### config.mk
export PLATFORM = sky130hd
export DESIGN_NAME = cipher_engine_seq
export DESIGN_NICKNAME = d
export VERILOG_FILES = /design/src/rtl/cipher_engine_seq.sv
export SDC_FILE = /design/constraint.sdc
export NUM_CORES = 1
export LEC_CHECK = 0
export ABC_CLOCK_PERIOD_IN_PS = 5800
export CAP_MARGIN = 20
export CORE_MARGIN = 2
export CORE_UTILIZATION = 58
export DETAILED_ROUTE_END_ITERATION = 10
export PLACE_DENSITY = 0.86
export SYNTH_ARGS = -nofsm -noshare
export SYNTH_HDL_FRONTEND = slang
export SYNTH_SLANG_ARGS = --single-unit
export TNS_END_PERCENT = 5
### constraint.sdc
create_clock -name Clk -period 5.8 [get_ports Clk]
set_input_delay 0.87 -clock Clk [delete_from_list [all_inputs] [get_ports Clk]]
set_output_delay 0.87 -clock Clk [all_outputs]
set_load 0.02 [all_outputs]
### src/rtl/cipher_engine_seq.sv
// Iterative round-based encrypt/decrypt engine. One message in flight; the
// ciphertext carries the per-message nonce that was folded into the key.
module cipher_engine_seq #(
  parameter int DATA_W = 60,
  parameter int TAG_W  = 18,
  parameter int ROUNDS = 8,
  parameter int ROT    = 3
) (
  input  logic                    Clk,
  input  logic                    Rst,
  input  logic                    in_valid,
  output logic                    in_ready,
  input  logic                    mode,
  input  logic [DATA_W+TAG_W-1:0] in_data,
  input  logic [DATA_W-1:0]       key,
  output logic                    out_valid,
  input  logic                    out_ready,
  output logic [DATA_W+TAG_W-1:0] out_data,
  output logic                    out_mode,
  output logic                    busy
);

  localparam int RW       = $clog2(ROUNDS + 1);
  localparam int DEC_ROT0 = (ROUNDS - 1) % DATA_W;
  localparam logic [RW-1:0] LAST_RND = RW'(ROUNDS - 1);

  if (DATA_W < 2 || TAG_W < 1 || TAG_W > DATA_W || ROUNDS < 1 ||
      ROT < 1 || ROT > DATA_W - 1) begin : g_param_check
    $error("cipher_engine_seq: illegal DATA_W/TAG_W/ROUNDS/ROT");
  end

  typedef enum logic [1:0] {S_IDLE, S_RUN, S_DONE} state_t;

  function automatic logic [DATA_W-1:0] rotl(input logic [DATA_W-1:0] x, input int amt);
    logic [2*DATA_W-1:0] w;
    w = {x, x} << (amt % DATA_W);
    return w[2*DATA_W-1:DATA_W];
  endfunction

  function automatic logic [DATA_W-1:0] rotr(input logic [DATA_W-1:0] x, input int amt);
    logic [2*DATA_W-1:0] w;
    w = {x, x} >> (amt % DATA_W);
    return w[DATA_W-1:0];
  endfunction

  state_t                    r_state;
  logic [TAG_W-1:0]          r_nonce;
  logic [RW-1:0]             r_rnd;
  logic                      r_in_ready;
  logic                      r_busy;
  logic                      r_out_valid;
  logic [DATA_W+TAG_W-1:0]   r_out_data;
  logic                      r_out_mode;
  logic [DATA_W-1:0]         r_d;
  logic [DATA_W-1:0]         r_k;
  logic [TAG_W-1:0]          r_tag;
  logic                      r_mode;

  logic                      w_accept;
  logic [TAG_W-1:0]          w_tag;
  logic [DATA_W-1:0]         w_k0;
  logic [DATA_W-1:0]         w_d_next;

  always_comb begin
    w_accept = in_valid & r_in_ready;
    w_tag    = mode ? in_data[DATA_W+TAG_W-1:DATA_W] : r_nonce;
    // Tag is zero-extended, so only the low TAG_W key bits are perturbed.
    w_k0              = key;
    w_k0[TAG_W-1:0]   = key[TAG_W-1:0] ^ w_tag;
    w_d_next = r_mode ? (rotr(r_d, ROT) ^ r_k) : rotl(r_d ^ r_k, ROT);
  end

  always_ff @(posedge Clk or posedge Rst) begin
    if (Rst) begin
      r_state     <= S_IDLE;
      r_nonce     <= '0;
      r_rnd       <= '0;
      r_in_ready  <= 1'b1;
      r_busy      <= 1'b0;
      r_out_valid <= 1'b0;
      r_out_data  <= '0;
      r_out_mode  <= 1'b0;
    end else begin
      case (r_state)
        S_IDLE: begin
          if (w_accept) begin
            r_rnd      <= '0;
            r_in_ready <= 1'b0;
            r_busy     <= 1'b1;
            r_state    <= S_RUN;
            if (!mode) r_nonce <= r_nonce + TAG_W'(1);
          end
        end
        S_RUN: begin
          r_rnd <= r_rnd + RW'(1);
          if (r_rnd == LAST_RND) begin
            r_out_data  <= {r_tag, w_d_next};
            r_out_mode  <= r_mode;
            r_out_valid <= 1'b1;
            r_state     <= S_DONE;
          end
        end
        S_DONE: begin
          if (out_ready) begin
            r_out_valid <= 1'b0;
            r_in_ready  <= 1'b1;
            r_busy      <= 1'b0;
            r_state     <= S_IDLE;
          end
        end
        default: r_state <= S_IDLE;
      endcase
    end
  end

  // Datapath registers carry no reset; they are only consumed after an accept.
  always_ff @(posedge Clk) begin
    if (r_state == S_IDLE && w_accept) begin
      r_mode <= mode;
      r_d    <= in_data[DATA_W-1:0];
      r_tag  <= w_tag;
      r_k    <= mode ? rotl(w_k0, DEC_ROT0) : w_k0;
    end else if (r_state == S_RUN) begin
      r_d <= w_d_next;
      r_k <= r_mode ? rotr(r_k, 1) : rotl(r_k, 1);
    end
  end

  assign in_ready  = r_in_ready;
  assign busy      = r_busy;
  assign out_valid = r_out_valid;
  assign out_data  = r_out_data;
  assign out_mode  = r_out_mode;

endmodule
==> metrics.md, run 1 <==
| Metric | Value |
|---|---|
| Non-filler cells, final | 1587 |
| Seq/Total Area, Yosys | 52.46% |
| Post-route cell area | 16370 um2 |
| R2R Path End | r_k[2]$_DFFE_PP_ |
| Reg-to-reg slack, setup | 2.86 ns |
| Buf/Inv on CP | 4 |
| Global-route wire length before repair | 51350 um |
| CP max FO | 73 |
| Kind of critical path | in -> reg |
| Clk_skew | 0.01559 ns |
| Leak | 6.246 nW |
| Most area-hungry cell type in the Yosys netlist | edfxtp_1 |
| Pre-antenna DRT Iters | 5 |
| Leading cell types by count after synthesis | 141 x mux2_2, 139 x edfxtp_1, 105 x dfrtp_1 |
| RSZ-0062 raised after global routing | no |
| CTS tree | done |
| Fin crit period | 3.263 ns |
| Pin count of the biggest net entering global routing | 86 |
| Critical path's most frequent cell | inv_4 |
| Fin crit share | 56.26% |
| Worst path slowest cell | inv_4 |
| Max_slew headroom | 27.07% |
| Vias in the first global route | 9279 |
| Initial Util | 59.28% |
| Routed wire length | 33070 um |
| Synth top area cells | edfxtp_1 32%, dfrtp_1 20%, mux2_2 12% |
| WL/cell | 20.83 um |
| Yosys cell types | 34 |
| Clock transition at path regs | 0.06 ns |
| Layout cells sized above 1 | 15.38% |
| Die area | 23660 um2 |
| Final nets | 1432 |
| Synthesized area | 13020 um2 |
| Critical path's largest stage delay | 0.62 ns |
| PostCTS Resize Cnt | 0 |
| Post-synth top area share | 32.07% |
| Final critical-path setup slack | 2.537 ns |
| Setup bufs post-CTS | 0 |
| Worst slew pin tran | 1.094 ns |
| DP Worst Slack | 2.030 ns |
| Most frequent cell after synthesis | mux2_2 |
| P&R area growth vs syn | 25.76% |
| Cells after DPL | 1539 |
| CTS Root Cell | clkbuf_16 |
| CP Launch Type | primary input |
| Total GRT Usage | 27.61% |
| Status | finished clean |
| Setup TNS Final | 0 ns |
| Final Hold Viols | 0 |
| Worst r2r path cells | 5 |
| Data required, critical path | 5.98 ns |
| Top FF cell, synth | edfxtp_1 |
| Worst skew pair latency | 0.53 ns |
| Initial antenna violation count | 0 |
| Crit-path cells | clkdlybuf4s50_1, nand4bb_4, inv_4, nor2_1, inv_4, buf_12 |
| Hold Crit Class | reg -> reg |
| Power per Cell Area | 525.1 nW/um2 |
| Bufs on Longest Clock Path | 3 |
| Number of nets with antenna violations after routing | 0 |
| # H-tree levels | 1 |
| Hold-fix buffers, CTS | 0 |
| CP delay by family, top | buffers and inverters |
| Register area | 6828 um2 |
| DP Wirelength | 22910 um |
| Die height | 153.8 um |
| Total power | 8.595 mW |
| DRT iter0 DRCs | 884 |
| Crit path DAT | 3.45 ns |
| Hold EP | out_data[61]$_DFFE_PP0P_ |
| Hold Slack | 0.4808 ns |
| Seq cells post-synth | 245 |
| Syn avg cell area | 11.90 um2 |
| Cells after synthesis | 1094 |
| Filler cells | 1413 |
| Ys Warns | 0 |
| Final Setup Violations | 0 |
| Footprint of the multi-input gates | 5858 um2 |
| Worst setup EP type | register |
| Total grt overflow | 0 |
| Asr flop ratio synth | 43.27% |
| Drt drc | 0 |
| Vias/cell | 5.868 |
| Peak VDD IR | 0.0004119 V |
| Post-synthesis net count | 1239 |
| Placer congestion estimate | 0.9012 |
| Antenna diode count | 0 |
| R2R Path Start | in_ready$_DFFE_PP1P_ |
| Dpl cell area | 15420 um2 |
| Max Transition Viols Final | 0 |
| Port buffer count | 224 |
| Max Cap Viol | 0 |
| Die W | 153.8 um |
| Worst Hold Depth | 1 |
| IO Pins | 225 |
| Min-delay src | r_tag[1]$_DFFE_PP_ |
| Final Core Density | 74.55% |
| CTS sink cnt | 245 |
| Post-synth EDFFs | 139 |
| Max Fclk | 306.4 MHz |
| Routed via count | 9312 |
| CTS buffer count | 26 |
| # rows | 54 |
| Core area | 21960 um2 |
==> where the power goes <==
part	switching, mW	internal (mW)	leakage [nW]
clock network	0.677	1.16	0.460
registers	0.725	2.85	2.62
logic	1.54	1.65	3.16
==> cells in the final DEF (no fill, tap or decap), drive strengths merged, types with 2 or more instances in the layout <==
cell type,instances
nor4,2
nand4,10
nand2,104
clkinv,2
bufinv,6
a21oi,43
a211oi,35
buf,11
nor2,16
o211ai,25
nor3,4
xnor2,98
o21ai,93
ha,2
mux2,141
xor2,75
inv,15
mux2i,68
clkdlybuf4s50,223
clkbuf,39
nor2b,37
edfxtp,139
nand3,6
dfrtp,105
==> final cells by class <==
cell class | count | share of cell area [%]
sequential | 245 | 41.71
multi-input combinational | 766 | 35.79
timing repair buffer | 234 | 14.22
clock buffer | 39 | 4.586
tap | 280 | 2.140
clock inverter | 9 | 1.192
inverter | 14 | 0.3669
==> worst max path at each step <==
stage	start	endpoint	slack, ns	cells past startpoint
after floorplan	in_valid	r_d[0]$_DFFE_PP_	1.56	6
after global placement	in_valid	r_d[4]$_DFFE_PP_	2.12	6
after detailed placement	in_valid	r_k[10]$_DFFE_PP_	2.03	6
after CTS	in_valid	r_k[3]$_DFFE_PP_	2.55	6
after global routing	in_valid	r_d[1]$_DFFE_PP_	2.40	6
final	in_valid	r_k[2]$_DFFE_PP_	2.54	6
==> flip-flops by register name, indices dropped and copies added (netlist names) <==
| name | flops |
|---|---|
| r_rnd | 4 |
| out_valid | 1 |
| out_mode | 1 |
| out_data | 78 |
| r_k | 60 |
| r_tag | 18 |
| r_mode | 1 |
| busy | 1 |
| r_d | 60 |
| r_nonce | 18 |
| r_state | 2 |
| in_ready | 1 |
==> per-layer routing <==
metal / up-vias / track usage (%) / share of wire, %
met5: - / 0 / 0
met4: 0 / 8.901 / 3.3
met3: 69 / 4.481 / 6.3
met2: 396 / 44.66 / 48
met1: 4538 / 38.62 / 43
li1: 4309 / - / -
==> logic make-up (layout without fill, tap and decap cells) <==
family / count (synthesis) / after routing / synth area share [%]
buf+inv: 83 / 296 / 2.711
mux: 209 / 209 / 17.43
xor+xnor: 173 / 173 / 11.70
flops: 245 / 245 / 52.46
compound gates: 197 / 197 / 8.748
simple gates: 185 / 185 / 6.767
fa+ha+maj: 2 / 2 / 0.1922
Note: power is estimated with default switching activity, not from simulation.
==> run 2: changes to the inputs <==
--- a/config.mk
+++ b/config.mk
@@ -5,12 +5,12 @@
 export SDC_FILE = /design/constraint.sdc
 export NUM_CORES = 1
 export LEC_CHECK = 0
-export ABC_CLOCK_PERIOD_IN_PS = 5800
+export ABC_CLOCK_PERIOD_IN_PS = 3100
 export CAP_MARGIN = 20
 export CORE_MARGIN = 2
-export CORE_UTILIZATION = 58
+export CORE_UTILIZATION = 54
 export DETAILED_ROUTE_END_ITERATION = 10
-export PLACE_DENSITY = 0.86
+export PLACE_DENSITY = 0.81
 export SYNTH_ARGS = -nofsm -noshare
 export SYNTH_HDL_FRONTEND = slang
 export SYNTH_SLANG_ARGS = --single-unit
==> constraint.sdc (replaced) <==
create_clock -name Clk -period 3.1 [get_ports Clk]
set_input_delay 0.465 -clock Clk [delete_from_list [all_inputs] [get_ports Clk]]
set_output_delay 0.465 -clock Clk [all_outputs]
set_load 0.02 [all_outputs]
==> metrics.md, run 2 (synthesis gave the netlist of run 1 again) <==
| Metric | Value |
|---|---|
| Final Hold Viols | 0 |
| Most frequent cells in the layout | 223 x clkdlybuf4s50_1, 141 x mux2_2, 139 x edfxtp_1 |
| Total GRT Usage | 25.65% |
| Worst r2r path cells | 4 |
| Final Setup Violations | 0 |
| Cells after DPL | 1579 |
| Power per Cell Area | 955.9 nW/um2 |
| # rows | 56 |
| Die height | 159.3 um |
| CP max FO | 4 |
| Port buffer count | 224 |
| Final nets | 1434 |
| Leak | 6.230 nW |
| Setup bufs post-CTS | 0 |
| Most common cell after layout, fill and taps aside | clkdlybuf4s50_1 |
| CTS tree | done |
| Worst skew pair latency | 0.53 ns |
| Max Transition Viols Final | 0 |
| Clk_skew | 0.01006 ns |
| Die W | 159.3 um |
| Global-route wire length before repair | 51470 um |
| Vias in the first global route | 9280 |
| CTS sink cnt | 245 |
| Number of nets with antenna violations after routing | 0 |
| Layout cells sized above 1 | 15.66% |
| Antenna diode count | 0 |
| Worst slew pin tran | 0.8119 ns |
| Crit-path cells | clkdlybuf4s50_1 |
| Placer congestion estimate | 0.9049 |
| Max_slew headroom | 45.87% |
| Non-filler cells, final | 1628 |
| Total power | 15.69 mW |
| Buf/Inv on CP | 1 |
| PostCTS Resize Cnt | 0 |
| CTS buffer count | 27 |
| Setup TNS Final | 0 ns |
| Routed via count | 9206 |
| Data required, critical path | 2.63 ns |
| P&R area growth vs syn | 26.07% |
| Hold Crit Class | in -> async |
| Pin count of the biggest net entering global routing | 121 |
| Die area | 25360 um2 |
| Drt drc | 0 |
| DRT iter0 DRCs | 770 |
| Bufs on Longest Clock Path | 3 |
| Max Cap Viol | 0 |
| CP delay by family, top | buffers and inverters |
| RSZ-0062 raised after global routing | no |
| Worst setup EP type | output port |
| WL/cell | 20.29 um |
| Routed wire length | 33040 um |
| Fin crit share | 70.00% |
| Worst path depth | 1 |
| Clock transition at path regs | 0.06 ns |
| Post-route cell area | 16410 um2 |
| # H-tree levels | 1 |
| Vias/cell | 5.655 |
| Total grt overflow | 0 |
| Max Fclk | 460.9 MHz |
| IO Pins | 225 |
| CP Launch Type | register |
| Dpl cell area | 15550 um2 |
| Initial Util | 55.29% |
| Worst path slowest cell | clkdlybuf4s50_1 |
| DP Wirelength | 23050 um |
| Crit path DAT | 1.70 ns |
| Core area | 23540 um2 |
| Hold-fix buffers, CTS | 0 |
| Status | finished clean |
| Pre-antenna DRT Iters | 5 |
| Critical path's largest stage delay | 0.61 ns |
| Kind of critical path | reg -> out |
| Max reg flops | 78 |
| Fin crit period | 2.170 ns |
| CTS Root Cell | clkbuf_16 |
| Initial antenna violation count | 2 |
| Peak VDD IR | 0.0005339 V |
run 2: worst paths after layout:
path | from | to | slack [ns]
worst max-delay path | in_ready$_DFFE_PP1P_ | in_ready | 0.93
worst min-delay path | Rst | out_data[60]$_DFFE_PP0P_ | 0.45
worst max register to register | in_ready$_DFFE_PP1P_ | r_d[58]$_DFFE_PP_ | 1.06
worst min register to register | out_valid$_DFFE_PP0P_ | out_valid$_DFFE_PP0P_ | 0.48
max in group asynchronous | Rst | out_data[37]$_DFFE_PP0P_ | 2.19
min in group Clk | out_valid$_DFFE_PP0P_ | out_valid$_DFFE_PP0P_ | 0.48
run 2: area by class of cell:
type | instances | area (um2)
Clock buffer | 44 | 830.8
Clock inverter | 5 | 26.28
Fill cell | 1754 | 7133
Inverter | 14 | 62.56
Multi-Input combinational cell | 766 | 5866
Sequential cell | 245 | 6828
Tap cell | 319 | 399.1
Timing Repair Buffer | 235 | 2397
run 2: layer usage:
layer  GRT usage (%)  vias to the layer above  wire, um
met1           36.27                     4480     14450
met4           6.529                        4       723
met5               0                        -        27
met2           40.49                      357     15250
met3           5.653                       55      2591
li1                -                     4310         -
run 2: worst register-to-register path: cells and delay by family, from the launching register on:
family / cells / cell delay, ns
and+or+nand+nor: 1 / 0.14
buffers and inverters: 2 / 0.75
DFF: 1 / 0.57
AOI/OAI and AO/OA: 1 / 0.28
run 2: power by group:
part | leakage, nW | internal (mW) | switching (mW) | total (mW)
clock network | 0.426 | 1.82 | 1.29 | 3.11
registers | 2.62 | 5.33 | 1.30 | 6.63
logic | 3.18 | 3.09 | 2.85 | 5.94
run 2: through the flow:
stage	utilization, %	setup WS, ns	hold WS, ns
finish	69.70	0.9301	0.4472
global placement	66.06	0.7091	0.4547
CTS	69.70	0.9107	0.4788
detailed placement	66.06	0.6032	0.4651
floorplan	-	-0.05474	0.4539
global route	69.70	0.8871	0.4966
==> run 3: changes to the inputs <==
--- a/config.mk
+++ b/config.mk
@@ -5,12 +5,12 @@
 export SDC_FILE = /design/constraint.sdc
 export NUM_CORES = 1
 export LEC_CHECK = 0
-export ABC_CLOCK_PERIOD_IN_PS = 3100
+export ABC_CLOCK_PERIOD_IN_PS = 1890
 export CAP_MARGIN = 20
 export CORE_MARGIN = 2
-export CORE_UTILIZATION = 54
+export CORE_UTILIZATION = 49
 export DETAILED_ROUTE_END_ITERATION = 10
-export PLACE_DENSITY = 0.81
+export PLACE_DENSITY = 0.78
 export SYNTH_ARGS = -nofsm -noshare
 export SYNTH_HDL_FRONTEND = slang
 export SYNTH_SLANG_ARGS = --single-unit
==> constraint.sdc (replaced) <==
create_clock -name Clk -period 1.89 [get_ports Clk]
set_input_delay 0.2835 -clock Clk [delete_from_list [all_inputs] [get_ports Clk]]
set_output_delay 0.2835 -clock Clk [all_outputs]
set_load 0.02 [all_outputs]
==> metrics.md, run 3 (synthesis gave the netlist of run 1 again) <==
| Metric | Value |
|---|---|
| Routed wire length | 34090 um |
| Initial Util | 49.95% |
| RSZ-0062 raised after global routing | yes |
| Max Cap Viol | 0 |
| Fin crit period | 1.853 ns |
| Buf/Inv on CP | 1 |
| Port buffer count | 224 |
| Total power | 26.25 mW |
| WL/cell | 20.24 um |
| DP Worst Slack | -0.09007 ns |
| Die W | 167.0 um |
| Global-route wire length before repair | 52340 um |
| Routed via count | 9373 |
| Bufs on Longest Clock Path | 3 |
| Final nets | 1471 |
| # rows | 59 |
| Placer congestion estimate | 0.8766 |
| Core area | 26060 um2 |
| DRT iter0 DRCs | 770 |
| Total GRT Usage | 23.76% |
| Filler cells | 1963 |
| Most common cell after layout, fill and taps aside | clkdlybuf4s50_1 |
| Hold Crit Class | in -> async |
| Layout cells sized above 1 | 18.18% |
| Vias in the first global route | 9568 |
| Leak | 6.514 nW |
| Clock transition at path regs | 0.06 ns |
| Final Hold Viols | 0 |
| Pin count of the biggest net entering global routing | 94 |
| Max Fclk | 539.6 MHz |
| Pre-antenna DRT Iters | 5 |
| # H-tree levels | 1 |
| Max Transition Viols Final | 0 |
| Critical path's largest stage delay | 0.63 ns |
| Initial antenna violation count | 3 |
| CP max FO | 2 |
| P&R area growth vs syn | 30.08% |
| Status | finished clean |
| Worst setup EP type | output port |
| CTS tree | done |
| Power per Cell Area | 1550 nW/um2 |
| CTS sink cnt | 245 |
| Die height | 167.0 um |
| IO Pins | 225 |
| Register area | 6828 um2 |
| Number of nets with antenna violations after routing | 0 |
| CP delay by family, top | buffers and inverters |
| Drt drc | 0 |
| CTS Root Cell | clkbuf_16 |
| Crit-path cells | clkdlybuf4s50_1 |
| Most frequent cells in the layout | 221 x clkdlybuf4s50_1, 141 x mux2_2, 139 x edfxtp_1 |
| Total grt overflow | 0 |
| DP Wirelength | 25000 um |
| Footprint of the multi-input gates | 5868 um2 |
| Clk_skew | 0.007371 ns |
| Peak VDD IR | 0.001187 V |
| Max reg flops | 78 |
| Kind of critical path | reg -> out |
| Vias/cell | 5.566 |
| Worst slew pin tran | 0.4250 ns |
| Data required, critical path | 1.61 ns |
| Max_slew headroom | 71.56% |
| Final Setup Violations | 0 |
| Crit path DAT | 1.57 ns |
| Worst path slowest cell | clkdlybuf4s50_1 |
| CP Launch Type | register |
| CTS buffer count | 28 |
| Die area | 27880 um2 |
| Fin crit share | 98.06% |
| Worst skew pair latency | 0.53 ns |
| Final critical-path setup slack | 0.03669 ns |
run 3: cell types whose count changed in the layout (fill, tap and decap cells not counted), sizes merged:
cell,before,now
clkdlybuf4s50,223,221
bufinv,0,1
diode,0,1
clkbuf,44,45
clkinvlp,2,1
buf,12,47
dlygate4sd2,0,1
dlymetal6s2s,0,1
clkinv,4,7
run 3: cell type report:
type	count	share of cell area, %
antenna	1	0.01478
clock buffer	44	5.092
clock inverter	8	0.3695
inverter	14	0.3621
multi-input combinational	766	34.66
sequential	245	40.33
tap	335	2.476
timing repair buffer	271	16.70
run 3: what timing repair did:
item | 4_1_cts | 5_1_grt
gates cloned | 0 | 1
setup buffers | 0 | 1
gates resized for setup | 1 | 7
setup endpoints to repair | 1 | 42
pin swaps | 0 | 1
hold buffers | 0 | 0
run 3: power by group:
group | leakage, nW | internal, mW | total [mW] | switching [mW]
clock network | 0.460 | 3.24 | 5.38 | 2.14
registers | 2.62 | 8.72 | 10.9 | 2.15
logic | 3.43 | 5.25 | 10.0 | 4.74
run 3: per-layer routing:
layer,vias to the layer above,global-route usage (%),wire (um)
met4,4,6.634,825
li1,4375,-,-
met1,4577,33.68,14540
met5,-,0,23
met2,360,37.57,15970
met3,57,4.468,2725
run 3: path summary, 6_finish.rpt:
path | end | slack, ns | from | cells past startpoint
worst max-delay path | out_data[2] | 0.04 | out_data[2]$_DFFE_PP0P_ | 1
min in group Clk | r_tag[11]$_DFFE_PP_ | 0.26 | mode | 2
worst min register to register | out_valid$_DFFE_PP0P_ | 0.48 | out_valid$_DFFE_PP0P_ | 1
worst min-delay path | busy$_DFFE_PP0P_ | 0.09 | Rst | 2
max in group asynchronous | out_data[9]$_DFFE_PP0P_ | 1.27 | Rst | 3
worst max register to register | out_data[31]$_DFFE_PP0P_ | 0.07 | r_rnd[0]$_DFFE_PP0P_ | 6
run 3: stage by stage:
step                TNS (ns)  hold WS [ns]  cells  cell area (um2)  utilization (%)
floorplan            -273.81        0.3824   1094            13030                -
global placement      -4.569        0.4611   1629            15960            61.26
detailed placement    -4.808        0.4635   1629            15960            61.26
CTS                        0        0.1032   1681            16890            64.81
global route         -0.1009        0.1150   1683            16930            64.96
finish                     0       0.09481   1684            16930            64.97
